File: src/rtl/i2c_master_ctrl.sv
// i2c_master_ctrl: byte-level I2C master for single register write/read transactions.
// Each bus action happens on a quarter-period tick; a bit slot is four quarters.
module i2c_master_ctrl #(
    parameter int CLK_DIV = 312
) (
    input  logic       clk,
    input  logic       rst,
    input  logic       req,
    input  logic       rw,
    input  logic [6:0] devOut,
    input  logic [7:0] addrOut,
    input  logic [7:0] dataOut,
    output logic [7:0] dataIn,
    output logic       bsy,
    output logic       ok,
    input  logic       sda_in,
    output logic       sda_oe,
    output logic       scl
);

    localparam int               DIV_W   = (CLK_DIV > 1) ? $clog2(CLK_DIV) : 1;
    localparam logic [DIV_W-1:0] DIV_MAX = DIV_W'(CLK_DIV - 1);

    typedef enum logic [2:0] {
        IDLE, START, SEND, RACK, RSTART, RECV, MNACK, STOP
    } state_t;

    state_t           state, state_nxt;
    logic [DIV_W-1:0] div_cnt, div_nxt;
    logic [1:0]       qcnt, qcnt_nxt;        // quarter within the current slot
    logic [2:0]       bit_cnt, bit_cnt_nxt;  // bit within the current byte
    logic [1:0]       byte_idx, byte_idx_nxt; // which acknowledged byte comes next
    logic [7:0]       shreg, shreg_nxt;
    logic             op_rd, op_rd_nxt;
    logic [6:0]       dev_r, dev_nxt;
    logic [7:0]       addr_r, addr_nxt;
    logic [7:0]       data_r, data_nxt;
    logic             nack, nack_nxt;
    logic             scl_nxt, sda_oe_nxt, bsy_nxt, ok_nxt;
    logic [7:0]       data_in_nxt;
    logic             qtick;

    assign qtick = (div_cnt == DIV_MAX);

    // Register update: synchronous reset aborts any transaction and releases the bus at once.
    always_ff @(posedge clk) begin
        // NOTE: sequential state uses non-blocking assignments so every register samples pre-edge values.
        if (rst) begin
            state    <= IDLE;
            div_cnt  <= '0;
            qcnt     <= '0;
            bit_cnt  <= '0;
            byte_idx <= '0;
            shreg    <= '0;
            op_rd    <= 1'b0;
            dev_r    <= '0;
            addr_r   <= '0;
            data_r   <= '0;
            nack     <= 1'b0;
            scl      <= 1'b1;
            sda_oe   <= 1'b0;
            bsy      <= 1'b0;
            ok       <= 1'b0;
            dataIn   <= '0;
        end else begin
            state    <= state_nxt;
            div_cnt  <= div_nxt;
            qcnt     <= qcnt_nxt;
            bit_cnt  <= bit_cnt_nxt;
            byte_idx <= byte_idx_nxt;
            shreg    <= shreg_nxt;
            op_rd    <= op_rd_nxt;
            dev_r    <= dev_nxt;
            addr_r   <= addr_nxt;
            data_r   <= data_nxt;
            nack     <= nack_nxt;
            scl      <= scl_nxt;
            sda_oe   <= sda_oe_nxt;
            bsy      <= bsy_nxt;
            ok       <= ok_nxt;
            dataIn   <= data_in_nxt;
        end
    end

    // Next-state and next-output logic: accept in IDLE, otherwise advance one quarter per tick.
    always_comb begin
        // NOTE: every signal gets a hold default first, so no path through this block can infer a latch.
        state_nxt    = state;
        div_nxt      = qtick ? '0 : div_cnt + DIV_W'(1);
        qcnt_nxt     = qcnt;
        bit_cnt_nxt  = bit_cnt;
        byte_idx_nxt = byte_idx;
        shreg_nxt    = shreg;
        op_rd_nxt    = op_rd;
        dev_nxt      = dev_r;
        addr_nxt     = addr_r;
        data_nxt     = data_r;
        nack_nxt     = nack;
        scl_nxt      = scl;
        sda_oe_nxt   = sda_oe;
        bsy_nxt      = bsy;
        ok_nxt       = ok;
        data_in_nxt  = dataIn;

        if (state == IDLE) begin
            if (req) begin
                op_rd_nxt    = rw;
                dev_nxt      = devOut;
                addr_nxt     = addrOut;
                data_nxt     = dataOut;
                state_nxt    = START;
                bsy_nxt      = 1'b1;
                div_nxt      = '0;
                qcnt_nxt     = '0;
                bit_cnt_nxt  = '0;
                byte_idx_nxt = '0;
                nack_nxt     = 1'b0;
            end
        end else if (qtick) begin
            qcnt_nxt = qcnt + 2'd1;
            unique case (state)
                START, RSTART: begin
                    unique case (qcnt)
                        2'd0: begin sda_oe_nxt = 1'b0; scl_nxt = 1'b1; end
                        2'd1: sda_oe_nxt = 1'b1;   // SDA falls while SCL high
                        2'd2: scl_nxt = 1'b1;
                        2'd3: begin
                            scl_nxt   = 1'b0;
                            shreg_nxt = {dev_r, state == RSTART};
                            state_nxt = SEND;
                        end
                        default: ;
                    endcase
                end
                SEND: begin
                    unique case (qcnt)
                        2'd0: begin scl_nxt = 1'b0; sda_oe_nxt = ~shreg[7]; end
                        2'd1: scl_nxt = 1'b1;
                        2'd2: scl_nxt = 1'b1;
                        2'd3: begin
                            scl_nxt     = 1'b0;
                            shreg_nxt   = {shreg[6:0], 1'b0};
                            bit_cnt_nxt = bit_cnt + 3'd1;
                            if (bit_cnt == 3'd7) state_nxt = RACK;
                        end
                        default: ;
                    endcase
                end
                RACK: begin
                    unique case (qcnt)
                        2'd0: begin scl_nxt = 1'b0; sda_oe_nxt = 1'b0; end
                        2'd1: scl_nxt = 1'b1;
                        2'd2: begin
                            scl_nxt = 1'b1;
                            if (sda_in) nack_nxt = 1'b1;
                        end
                        2'd3: begin
                            scl_nxt      = 1'b0;
                            byte_idx_nxt = byte_idx + 2'd1;
                            if (nack) begin
                                state_nxt = STOP;
                            end else begin
                                unique case (byte_idx)
                                    2'd0: begin shreg_nxt = addr_r; state_nxt = SEND; end
                                    2'd1: begin
                                        if (op_rd) begin
                                            state_nxt = RSTART;
                                        end else begin
                                            shreg_nxt = data_r;
                                            state_nxt = SEND;
                                        end
                                    end
                                    default: state_nxt = op_rd ? RECV : STOP;
                                endcase
                            end
                        end
                        default: ;
                    endcase
                end
                RECV: begin
                    unique case (qcnt)
                        2'd0: begin scl_nxt = 1'b0; sda_oe_nxt = 1'b0; end
                        2'd1: scl_nxt = 1'b1;
                        2'd2: begin
                            scl_nxt   = 1'b1;
                            shreg_nxt = {shreg[6:0], sda_in};
                        end
                        2'd3: begin
                            scl_nxt     = 1'b0;
                            bit_cnt_nxt = bit_cnt + 3'd1;
                            if (bit_cnt == 3'd7) state_nxt = MNACK;
                        end
                        default: ;
                    endcase
                end
                MNACK: begin
                    unique case (qcnt)
                        2'd0: begin scl_nxt = 1'b0; sda_oe_nxt = 1'b0; end
                        2'd1: scl_nxt = 1'b1;
                        2'd2: scl_nxt = 1'b1;
                        2'd3: begin scl_nxt = 1'b0; state_nxt = STOP; end
                        default: ;
                    endcase
                end
                STOP: begin
                    unique case (qcnt)
                        2'd0: begin scl_nxt = 1'b0; sda_oe_nxt = 1'b1; end
                        2'd1: scl_nxt = 1'b1;
                        2'd2: sda_oe_nxt = 1'b0;   // SDA rises while SCL high
                        2'd3: begin
                            state_nxt = IDLE;
                            bsy_nxt   = 1'b0;
                            ok_nxt    = ~nack;
                            if (op_rd && !nack) data_in_nxt = shreg;
                        end
                        default: ;
                    endcase
                end
                default: ;
            endcase
        end
    end

endmodule
File: config.mk
export PLATFORM = sky130hd
export DESIGN_NAME = i2c_master_ctrl
export DESIGN_NICKNAME = d
export VERILOG_FILES = /design/src/rtl/i2c_master_ctrl.sv
export SDC_FILE = /design/constraint.sdc
export NUM_CORES = 1
export LEC_CHECK = 0
export BUFFER_PORTS_ARGS = -buffer_cell sky130_fd_sc_hd__buf_2
export CORE_ASPECT_RATIO = 0.8
export CORE_MARGIN = 2
export CORE_UTILIZATION = 38
export DETAILED_ROUTE_END_ITERATION = 6
export SLEW_MARGIN = 10
export SYNTH_ARGS = -nofsm -noshare
export SYNTH_HDL_FRONTEND = slang
export SYNTH_SLANG_ARGS = --single-unit
File: constraint.sdc
create_clock -name clk -period 2.2 [get_ports clk]
set_clock_uncertainty 0.15 [all_clocks]
set_input_delay 0.44 -clock clk [delete_from_list [all_inputs] [get_ports clk]]
set_output_delay 0.44 -clock clk [all_outputs]
set_load 0.01 [all_outputs]
# Yosys cells after proc, flatten, opt, wreduce, memory -nomap -nowiden
# Index checks and enable logic that the tools add are counted.
# word_totals
ff_bits,64
latch_bits,0
ramBits,0
romBits,0
inputBits,28
output_inout_bits,12
word_cells,151
n_memories,0
# op_classes
n_addsub,4
n_mul,0
div_mod_pow,0
order_cmp,0
eq_ne,35
n_shift,0
n_mux,58
bitwise_logic,3
reduce_logical,35
# ops
operator,count
2-to-1 mux 3 bit,18
2-to-1 mux 8 bit,6
"inequality test 3 bit, second input constant",11
case mux 8 bit (4 select lines),1
2-to-1 mux 9 bit,3
case mux 3 bit (6 select lines),1
2-to-1 mux 2 bit,8
case mux 8 bit (2 select lines),1
AND reduction 4 bit,4
"equality test 3 bit, second input constant",5
AND reduction 5 bit,3
"inequality test 2 bit, second input constant",7
nonzero test 2 bit,7
2-to-1 mux 1 bit,13
AND reduction 11 bit,1
AND reduction 10 bit,1
OR reduction 2 bit,5
"adder 9 x 1 -> 9 bit, second input constant",1
"equality test 9 bit, second input constant",1
case mux 1 bit (2 select lines),4
nonzero test 4 bit,2
AND reduction 7 bit,1
nonzero test 7 bit,1
"equality test 3 x 2 -> 1 bit, second input constant",2
20 further kinds,28

# Longest topological paths before layout
# Gate-level depths: netlist (run 1).
# logic_depth
word_depth,7
depth_mapped,8
mapped_depth_nobuf,7

# Worst setup path before layout (run 1)
# No wires, ideal clock.
# synth_timing
kind,register -> register
start,register byte_idx[1]
end,register shreg[0]
setup_ns,0.128
arrival_time_ns,1.632
t_required_ns,1.922
path_slack_ns,0.290
stages_incl_launch_ff,9
n_path_buf,1
path_cell_list,dfxtp_1 > inv_1 > ha_1 > buf_2 > nand2b_1 > a21o_1 > a221oi_2 > mux2i_1 > nor2_1
# synth_via
elab_chain_cells,5
# synth_lines
element,line_no,text
start: declaration,32,"logic [1:0] byte_idx, byte_idx_nxt;"
start signal: assignment,70,byte_idx <= byte_idx_nxt;
equality test 2 x 1 -> 1 bit / zero test 2 bit (equally long branches),163,unique case (byte_idx)
case mux 8 bit (2 select lines),163,
2-to-1 mux 8 bit,160,if (nack) begin
2-to-1 mux 8 bit,150,unique case (qcnt)
case mux 8 bit (4 select lines),121,unique case (state)
end signal: assignment,71,shreg <= shreg_nxt;
end: declaration,33,"logic [7:0] shreg, shreg_nxt;"
# Parallel ways exist; a longest one is shown, timed or not. The select of a mux whose other input is x is not followed.
# A chain may end at the register's enable or synchronous reset.

# Worst setup path after layout (run 1)
# layout_timing
start,register div_cnt[0]
end,register byte_idx[1]
# layout_via
elab_chain_cells,3
# layout_lines
element,line_no,text
start: declaration,29,"logic [DIV_W-1:0] div_cnt, div_nxt;"
start signal: assignment,67,div_cnt <= div_nxt;
equality test 9 bit,43,assign qtick = (div_cnt == DIV_MAX);
nonzero test 2 bit (no source line),--,
AND reduction 4 bit (no source line),--,
# Every way passes these cells.

==> flow_summary_export.csv, run 1 <==
group,metric,value,unit
floorplanning,row_count,29,
critical_path,reg2reg_to,"byte_idx[1]",
critical_path,required,2.27,ns
critical_path,path_class,"reg -> reg",
cells_and_area,drive_gt1_share,20.19,%
logic_synthesis,syn_nets,401,
floorplanning,start_util,38.85,%
logic_synthesis,ys.flop_type,"dfxtp_1",
pwr,comb_power_share,12.1,%
critical_path,crit_path_start_kind,"flip-flop",
pwr,finalPower,0.002556,W
floorplanning,die_w,104.3,microns
critical_path,max_stage_delay,0.36,ns
pwr,p_sw,0.0007021,W
cts,hold_buffers,0,
grt,gr-usage-met1,21.35,%
critical_path,ff2ff_path_depth,6,
timing,worstMarginPinSlew,0.4758,ns
pwr,leakage,1.435,nW
cts,cts.sinks,64,
pwr,internal-power,0.001853,W
cells_and_area,final_common_cell,"nand2_1",
timing,slew_headroom,68.28,%
grt,grt_max_degree,40,
logic_synthesis,netlist_area,0.003059,sq mm
floorplanning,core-area,0.007874,sq mm
logic_synthesis,yosysSeqAreaShare,41.88,%
cells_and_area,multi_input_area,0.001655,sq mm
timing,fin_setup_tns,0,ns
status,status,"finished clean",
cells_and_area,final_util,46.31,%
cts,clock-root-buffer,"clkbuf_8",
timing,fmax,491.2,MHz
timing,post-route-period-util,92.54,%
logic_synthesis,netlist_instances,364,
cts,htree_levels,3,
detailed_routing,wl_per_cell,13.37,microns
cells_and_area,area_growth,19.18,%
critical_path,cp_slowest_cell,"dfxtp_1",
timing,rsz0062_at_grt,"false",
detailed_routing,antenna_left,0,
logic_synthesis,synth-edff-count,0,
pwr,power_frac_clock,39.2,%
cells_and_area,seqCellArea,0.001282,sq mm
logic_synthesis,yosysWarnings,0,
logic_synthesis,syn_avg_cell_area,8.404,sq um
pwr,ir_drop,0.3712,mV
detailed_routing,drc_errors,0,
logic_synthesis,ys_ff_latch,64,
detailed_routing,vias_per_cell,5.111,
cells_and_area,final_cell_mix,"nand2_1 (66), dfxtp_1 (63), a21oi_1 (42)",
cells_and_area,diodes,0,
detailed_routing,drt_iter0_markers,135,
grt,antenna_found_initial,0,
logic_synthesis,synth-async-reset-ratio,0,%
critical_path,cp_num_buf_inv,0,
grt,grt_pass1_vias,2575,
cts,cts_buffers,9,
floorplanning,fp.dieArea,0.008789,sq mm
cts,cts_tree,"built",
pwr,netSwitchingFraction,27.48,%
grt,grt_pass1_wl,11740,microns
critical_path,crit_chain,"ha_1 -> and4b_4 -> nand4_1 -> and2_1 -> o41ai_1 -> a21oi_1",
logic_synthesis,synth.distinct_cells,57,
run,cap_violations,0,
timing,slew_viol_final,0,
cts,clk_transition_reported_paths,0.07,ns
floorplanning,io_pins,40,
critical_path,endpoint_kind,"flip-flop",
timing,finalCriticalPeriod,2.036,ns
timing,setup_violations,0,
critical_path,reg2reg_slack,0.16,ns
place,gp_congestion,0.8853,
hold_path,holdPathStages,3,
grt,grt_usage,16.72,%
detailed_routing,first_pass_iters,4,
grt,grt-ovfl-total,0,
cts,clockBufferDepth,2,
hold_path,hp-class,"in -> reg",
grt,busiest_layer,"met2",
hold_path,hold_end,"data_r[0]",
hold_path,worstHoldStart,"dataOut[0]",
floorplanning,die_h,84.25,microns
timing,finalHoldViolCount,0,
pwr,seqPwrFrac,48.7,%
pwr,p_per_area,700.9,mW/mm^2
grt,grt_util_met3,4.658,%
detailed_routing,routed-via-count,2678,
critical_path,arrival,2.10,ns
cells_and_area,fill_cells,792,
cts,cts_setup_buffers,0,
critical_path,r2r-start,"div_cnt[0]",
critical_path,cp_max_fo,4,
cts,clk_latency,0.34,ns
detailed_routing,routed_wl,7005,microns
grt,use_met2,26.80,%
place,io_buffers,39,
critical_path,path_delay_family,"simple AND/OR/NAND/NOR gates",
place,hpwl,5097,microns
cells_and_area,nNetsFinal,448,
## how the worst max path moves through the flow
| stage | from | endpoint | slack (ns) | cells after the start |
|---|---|---|---|---|
| after floorplan | byte_idx[1] | shreg[0] | 0.29 | 8 |
| after global placement | qcnt[1] | shreg[0] | 0.25 | 6 |
| after detailed placement | state[0] | addr_r[5] | 0.12 | 4 |
| after CTS | state[0] | addr_r[5] | 0.10 | 4 |
| after global routing | state[0] | byte_idx[1] | 0.05 | 5 |
| final | div_cnt[0] | byte_idx[1] | 0.16 | 6 |
## synth_stat cells, types with 2 or more instances
cell	instances	area (sq um)
nand3_1	8	40.04
dfxtp_1	64	1281
nor3b_1	3	22.52
and3_1	2	12.51
mux2i_1	27	270.3
nor2_1	39	146.4
ha_1	9	112.6
and2_1	2	12.51
nand2_1	66	247.7
nor2b_1	3	18.77
a41o_1	2	20.02
nand4_1	2	12.51
buf_2	6	30.03
o21ai_0	11	55.05
clkbuf_1	10	37.54
xor2_1	2	17.52
a22oi_1	2	15.01
nor3_1	2	10.01
buf_4	2	15.01
o31ai_1	3	22.52
xnor2_1	5	43.79
or3_1	2	12.51
nand2b_1	3	18.77
o221ai_1	7	61.31
inv_1	8	30.03
a21oi_1	42	210.2
a31oi_1	2	12.51
## per-stage QoR
step / cells / hold slack (ns) / setup slack (ns) / instance area [sq um]
after global placement: 508 / 0.2808 / 0.2532 / 3448
after global routing: 524 / 0.1737 / 0.05104 / 3646
after detailed placement: 508 / 0.2897 / 0.1158 / 3448
final: 524 / 0.1820 / 0.1640 / 3646
after CTS: 524 / 0.1616 / 0.1028 / 3643
after floorplan: 364 / 0.2679 / 0.2904 / 3059
## cell families after synthesis
| group | share of synthesized area [%] |
|---|---|
| AOI/OAI and AO/OA | 17.26 |
| xor gates and xnor gates | 2.004 |
| adders and majority gates | 4.008 |
| buffers and inverters | 4.049 |
| DFF | 41.88 |
| muxes | 8.834 |
| and+or+nand+nor | 21.96 |
## routing by layer
metal	vias to the layer above	part of all wire, %
met5	-	0
met4	0	1.7
met3	14	5.4
met2	70	46
met1	1224	47
li1	1370	-
## power by group through the flow
stage,Sequential [W],Combinational (W),Clock (W)
2_1_floorplan,0.00125,0.000221,0
3_3_place_gp,0.00127,0.000305,0
3_5_place_dp,0.00127,0.000310,0
4_1_cts,0.00124,0.000311,0.00103
5_1_grt,0.00125,0.000353,0.00107
6_report,0.00125,0.000309,0.00100
## worst reg2reg max path: cells and delay by family (launching register included)
kind	cells	cell delay, ns
fa+ha+maj	1	0.24
compound gates	2	0.46
flops	1	0.36
simple gates	3	0.71
## layout make-up
| cell class | count | area share, % |
|---|---|---|
| Sequential cell | 64 | 35.17 |
| Tap cell | 108 | 3.706 |
| Clock buffer | 9 | 3.397 |
| Clock inverter | 7 | 1.956 |
| Inverter | 10 | 1.030 |
| Multi-Input combinational cell | 271 | 45.40 |
| Timing Repair Buffer | 55 | 9.334 |
## registers in the layout, summed over array words and instances (netlist names)
| name | flops |
|---|---|
| div_cnt | 9 |
| addr_r | 8 |
| dataIn | 8 |
| data_r | 8 |
| shreg | 8 |
| dev_r | 7 |
| bit_cnt | 3 |
| state | 3 |
| byte_idx | 2 |
| qcnt | 2 |
| bsy | 1 |
| nack | 1 |
| ok | 1 |
| op_rd | 1 |
| scl | 1 |
| sda_oe | 1 |
## what timing repair did
item	4_1_cts	5_1_grt
endpoints found under the hold margin	0	0
endpoints found under the setup margin	0	25
resized for setup	0	2
(Power assumes the default switching activity.)
==> run 2: changes to the inputs <==
--- a/config.mk
+++ b/config.mk
@@ -10,6 +10,7 @@
 export CORE_MARGIN = 2
 export CORE_UTILIZATION = 38
 export DETAILED_ROUTE_END_ITERATION = 6
+export REMOVE_ABC_BUFFERS = 1
 export SLEW_MARGIN = 10
 export SYNTH_ARGS = -nofsm -noshare
 export SYNTH_HDL_FRONTEND = slang
==> constraint.sdc (replaced) <==
create_clock -name clk -period 2.5 [get_ports clk]
set_clock_uncertainty 0.15 [all_clocks]
set_input_delay 0.5 -clock clk [delete_from_list [all_inputs] [get_ports clk]]
set_output_delay 0.5 -clock clk [all_outputs]
set_load 0.01 [all_outputs]
==> run 2 against run 1 <==
  * Sequential power down 12%
  * Largest cell class unchanged
  * Non-clock buffer count down 8
  * Final area down 3.0%
  * Register-to-register slack better by 0.13 ns
  * Power down 16%
  * Combinational power down 18%
  * Critical path depth down 2
  * Via count down 0.56%
  * Count of clock-buffer cells in the layout up 3
==> flow_summary_export.csv, run 2 (synthesis gave the netlist of run 1 again) <==
group,metric,value,unit
place,placed_area,0.003363,sq mm
critical_path,cp_max_fo,23,
pwr,comb_power_share,11.8,%
timing,rsz0062_at_grt,"false",
hold_path,worstHoldStart,"devOut[1]",
timing,slew_headroom,45.66,%
detailed_routing,antenna_left,0,
pwr,netSwitchingFraction,27.01,%
critical_path,max_stage_delay,0.76,ns
cells_and_area,seqCellArea,0.001281,sq mm
cells_and_area,area_growth,15.58,%
detailed_routing,drt_iter0_markers,179,
cts,clockBufferDepth,2,
pwr,seqPwrFrac,51.5,%
timing,setup_violations,0,
cts,cts_resized,0,
grt,grt_usage,16.72,%
detailed_routing,first_pass_iters,4,
pwr,p_per_area,606.1,mW/mm^2
critical_path,cp_slowest_cell,"dfxtp_1",
cells_and_area,largest_reg_flops,9,
grt,grt_max_degree,37,
cts,htree_levels,3,
cts,clk_latency,0.34,ns
run,cap_violations,0,
pwr,internal-power,0.001564,W
floorplanning,io_pins,40,
cells_and_area,fin_area,0.003536,sq mm
floorplanning,core-area,0.007874,sq mm
critical_path,r2r-start,"state[2]",
pwr,ir_drop,0.2863,mV
pwr,finalPower,0.002143,W
timing,slew_viol_final,0,
pwr,power_frac_clock,36.7,%
cells_and_area,drive_gt1_share,17.69,%
timing,worstMarginPinSlew,0.8152,ns
hold_path,holdPathStages,3,
critical_path,path_class,"reg -> reg",
detailed_routing,drc_errors,0,
grt,grt_pass1_vias,2450,
floorplanning,die_h,84.25,microns
critical_path,arrival,2.27,ns
critical_path,crit_path_start_kind,"flip-flop",
grt,grt_pass1_wl,11910,microns
place,hpwl,5016,microns
critical_path,required,2.56,ns
cells_and_area,final_common_cell,"nand2_1",
cells_and_area,final_cell_mix,"nand2_1 (66), dfxtp_1 (64), a21oi_1 (42)",
critical_path,ff2ff_path_depth,4,
pwr,leakage,1.386,nW
place,io_buffers,39,
critical_path,endpoint_kind,"flip-flop",
status,status,"finished clean",
critical_path,startpoint,"state[2]",
timing,finalCriticalPeriod,2.202,ns
cts,cts_setup_buffers,0,
pwr,p_sw,0.0005789,W
cells_and_area,regMostFlops,"div_cnt",
timing,fmax,454.1,MHz
grt,grt-ovfl-total,0,
floorplanning,row_count,29,
floorplanning,start_util,38.85,%
critical_path,crit_chain,"nand3_1 -> nor3_4 -> mux2i_1 -> nor2_1",
floorplanning,fp.dieArea,0.008789,sq mm
hold_path,hp-class,"in -> reg",
cts,cts_tree,"built",
cts,cts_buffers,9,
timing,finalHoldViolCount,0,
cells_and_area,diodes,0,
cts,clock-root-buffer,"clkbuf_8",
place,gp_congestion,0.9135,
cts,cts.sinks,64,
detailed_routing,vias_per_cell,5.171,
grt,antenna_found_initial,0,
detailed_routing,wl_per_cell,13.79,microns
timing,fin_setup_tns,0,ns
cells_and_area,nNetsFinal,440,
floorplanning,die_w,104.3,microns
detailed_routing,routed-via-count,2663,
detailed_routing,routed_wl,7104,microns
cells_and_area,fill_cells,806,
cells_and_area,multi_input_area,0.001654,sq mm
timing,post-route-period-util,88.08,%
cts,hold_buffers,0,
cts,clk_transition_reported_paths,0.07,ns
run 2: final cells by class:
type	count	area share, %
repair buffers	47	7.219
flip-flops and latches	64	36.24
clock buffers	12	4.388
multi-input cells	271	46.78
clock inverters	3	0.4954
well taps	108	3.822
inverters	10	1.062
run 2: power by group through the flow:
| stage | Combinational (W) | Clock [W] | Sequential [W] |
|---|---|---|---|
| 2_1_floorplan | 0.000155 | 0 | 0.00112 |
| 3_3_place_gp | 0.000249 | 0 | 0.00112 |
| 3_5_place_dp | 0.000252 | 0 | 0.00113 |
| 4_1_cts | 0.000253 | 0.000814 | 0.00110 |
| 5_1_grt | 0.000288 | 0.000866 | 0.00111 |
| 6_report | 0.000253 | 0.000787 | 0.00110 |
run 2: path summary, 6_finish.rpt:
kind                                  end  slack [ns]
worst max-delay path            dataIn[4]        0.30
worst min-delay path             dev_r[1]        0.24
worst max register to register  dataIn[4]        0.30
worst min register to register  addr_r[6]        0.30
run 2: per-layer routing:
metal	global-route usage, %	share of wire (%)	vias up
li1	-	-	1350
met4	5.897	1.1	0
met5	0	0	-
met1	25.07	53	1242
met3	3.804	4.7	8
met2	23.23	41	63
run 2: through the flow:
stage               hold slack [ns]  cells  utilization [%]  setup WS, ns
floorplan                    0.2679    345                -        0.3478
global placement             0.2802    500            42.71        0.3653
detailed placement           0.2940    500            42.71        0.3154
CTS                          0.2312    515            44.91        0.2965
global route                 0.2393    515            44.91       0.09143
finish                       0.2432    515            44.91        0.2980
run 2: critical path: cells and delay by family, from the launching register on:
family,cells,cell delay [ns]
flops,1,0.76
simple gates,3,0.91
mux,1,0.25
==> run 3: changes to the inputs <==
--- a/config.mk
+++ b/config.mk
@@ -8,8 +8,9 @@
 export BUFFER_PORTS_ARGS = -buffer_cell sky130_fd_sc_hd__buf_2
 export CORE_ASPECT_RATIO = 0.8
 export CORE_MARGIN = 2
-export CORE_UTILIZATION = 38
+export CORE_UTILIZATION = 46
 export DETAILED_ROUTE_END_ITERATION = 6
+export PLACE_DENSITY = 0.66
 export REMOVE_ABC_BUFFERS = 1
 export SLEW_MARGIN = 10
 export SYNTH_ARGS = -nofsm -noshare
==> run 3 against run 2 <==
  * Final cell count fell by 4.3%
  * Setup slack improved by 0.050 ns
  * Flip-flop and latch count unchanged
  * Routed wire length decreased by 2.3%
  * Power is 11% higher
  * Critical path depth increased by 2
  * Sequential power about the same
  * Count of clock-buffer cells in the layout decreased by 1
  * Clock power is 28% higher
  * Core utilization up 11 points
  * Die area shrank 17%
  * Via count down 0.49%
  * Critical path type unchanged
==> flow_summary_export.csv, run 3 (synthesis gave the netlist of run 1 again) <==
group,metric,value,unit
status,status,"finished clean",
floorplanning,die_w,95.18,microns
detailed_routing,routed-via-count,2650,
detailed_routing,antenna_left,0,
cts,clock-root-buffer,"clkbuf_8",
pwr,p_per_area,662.1,mW/mm^2
pwr,power_frac_clock,42.7,%
critical_path,r2r-start,"state[1]",
pwr,p_sw,0.0005973,W
cts,hold_buffers,0,
cts,clockBufferDepth,2,
cts,cts_tree,"built",
floorplanning,io_pins,40,
cells_and_area,seqCellArea,0.001281,sq mm
critical_path,endpoint_kind,"flip-flop",
cells_and_area,regMostFlops,"div_cnt",
cts,clk_transition_reported_paths,0.07,ns
critical_path,cp_max_fo,14,
critical_path,arrival,2.24,ns
cts,htree_levels,3,
pwr,internal-power,0.001775,W
critical_path,startpoint,"state[1]",
detailed_routing,drt_iter0_markers,237,
grt,grt_pass1_vias,2493,
cells_and_area,fin_cells,493,
timing,slew_headroom,45.92,%
place,hpwl,4904,microns
critical_path,path_class,"reg -> reg",
floorplanning,die_h,76.94,microns
pwr,seqPwrFrac,46.2,%
timing,slew_viol_final,0,
cells_and_area,drive_gt1_share,18.34,%
floorplanning,core-area,0.006409,sq mm
cts,cts_setup_buffers,0,
grt,grt_max_degree,57,
cells_and_area,fill_cells,592,
detailed_routing,first_pass_iters,4,
pwr,netSwitchingFraction,25.17,%
grt,grt-ovfl-total,0,
hold_path,hp-class,"in -> reg",
timing,post-route-period-util,86.09,%
timing,fmax,464.7,MHz
floorplanning,fp.dieArea,0.007323,sq mm
timing,finalCriticalPeriod,2.152,ns
grt,grt_pass1_wl,11890,microns
cells_and_area,final_common_cell,"nand2_1",
floorplanning,row_count,26,
grt,grt_usage,20.97,%
detailed_routing,drc_errors,0,
critical_path,crit_path_start_kind,"flip-flop",
grt,antenna_found_initial,0,
place,gp_congestion,0.9304,
cts,cts_buffers,9,
cells_and_area,diodes,0,
pwr,leakage,1.427,nW
cells_and_area,largest_reg_flops,9,
timing,finalHoldViolCount,0,
timing,fin_setup_tns,0,ns
critical_path,required,2.58,ns
cells_and_area,nNetsFinal,441,
run,cap_violations,0,
cts,clk_latency,0.34,ns
place,io_buffers,39,
cells_and_area,multi_input_area,0.001654,sq mm
timing,worst_slack,0.3479,ns
detailed_routing,wl_per_cell,14.07,microns
timing,rsz0062_at_grt,"false",
pwr,comb_power_share,11.1,%
place,place_ws,0.3750,ns
pwr,ir_drop,0.5179,mV
place,place_inst,477,
floorplanning,start_util,47.74,%
detailed_routing,vias_per_cell,5.375,
hold_path,worstHoldStart,"devOut[1]",
cts,cts.sinks,64,
cts,cts_resized,0,
timing,worstMarginPinSlew,0.8111,ns
detailed_routing,routed_wl,6938,microns
cells_and_area,final_cell_mix,"nand2_1 (66), dfxtp_1 (64), a21oi_1 (42)",
cells_and_area,area_growth,17.14,%
timing,setup_violations,0,
## run 3: cell count changes in the layout (fill, tap and decap cells not counted)
cell | before | now
clkinv_4 | 0 | 1
bufinv_16 | 0 | 2
clkbuf_1 | 1 | 0
buf_12 | 0 | 1
clkinvlp_4 | 1 | 0
## run 3: per-stage QoR
step | hold WS [ns] | util [%] | power [W] | instance area [sq um]
floorplan | 0.2679 | - | 0.001272 | 2973
detailed placement | 0.2944 | 52.32 | 0.001381 | 3353
CTS | 0.2266 | 55.92 | 0.002391 | 3583
global placement | 0.2810 | 52.32 | 0.001377 | 3353
global route | 0.2321 | 55.92 | 0.002489 | 3583
finish | 0.2374 | 55.92 | 0.002373 | 3583
## run 3: area by class of cell
type	instances	share of cell area (%)
Clock buffer	11	4.225
Inverter	10	1.047
Tap cell	84	2.933
Multi-Input combinational cell	271	46.16
Sequential cell	64	35.75
Timing Repair Buffer	48	7.682
Clock inverter	5	2.200
## run 3: path summary, 6_finish.rpt
path / depth (start not counted) / slack (ns) / to
worst min register to register: 1 / 0.30 / div_cnt[0]
worst max register to register: 6 / 0.35 / shreg[0]
worst min-delay path: 3 / 0.24 / dev_r[1]
worst max-delay path: 6 / 0.35 / shreg[0]
## run 3: critical path, cell delays in order (launching register included)
cell	delay (ns)
dfxtp_1	0.59
buf_4	0.22
nor2b_1	0.19
o21ai_0	0.19
a221oi_2	0.42
mux2i_1	0.22
nor2_1	0.05
## run 3: power by group through the flow
stage                     combinational (W)  clock, W  sequential (W)
final                              0.000263   0.00101         0.00110
after detailed placement           0.000260         0         0.00112
after global routing               0.000299   0.00109         0.00110
after global placement             0.000259         0         0.00112
after floorplan                    0.000155         0         0.00112
after CTS                          0.000262   0.00103         0.00110
## run 3: routing by layer
layer / vias to the layer above / global-route usage [%] / part of all wire, %
met3: 10 / 6.582 / 7.6
met5: - / 0 / 0
li1: 1355 / - / -
met2: 88 / 28.03 / 40
met1: 1197 / 31.17 / 51
met4: 0 / 7.536 / 1.5
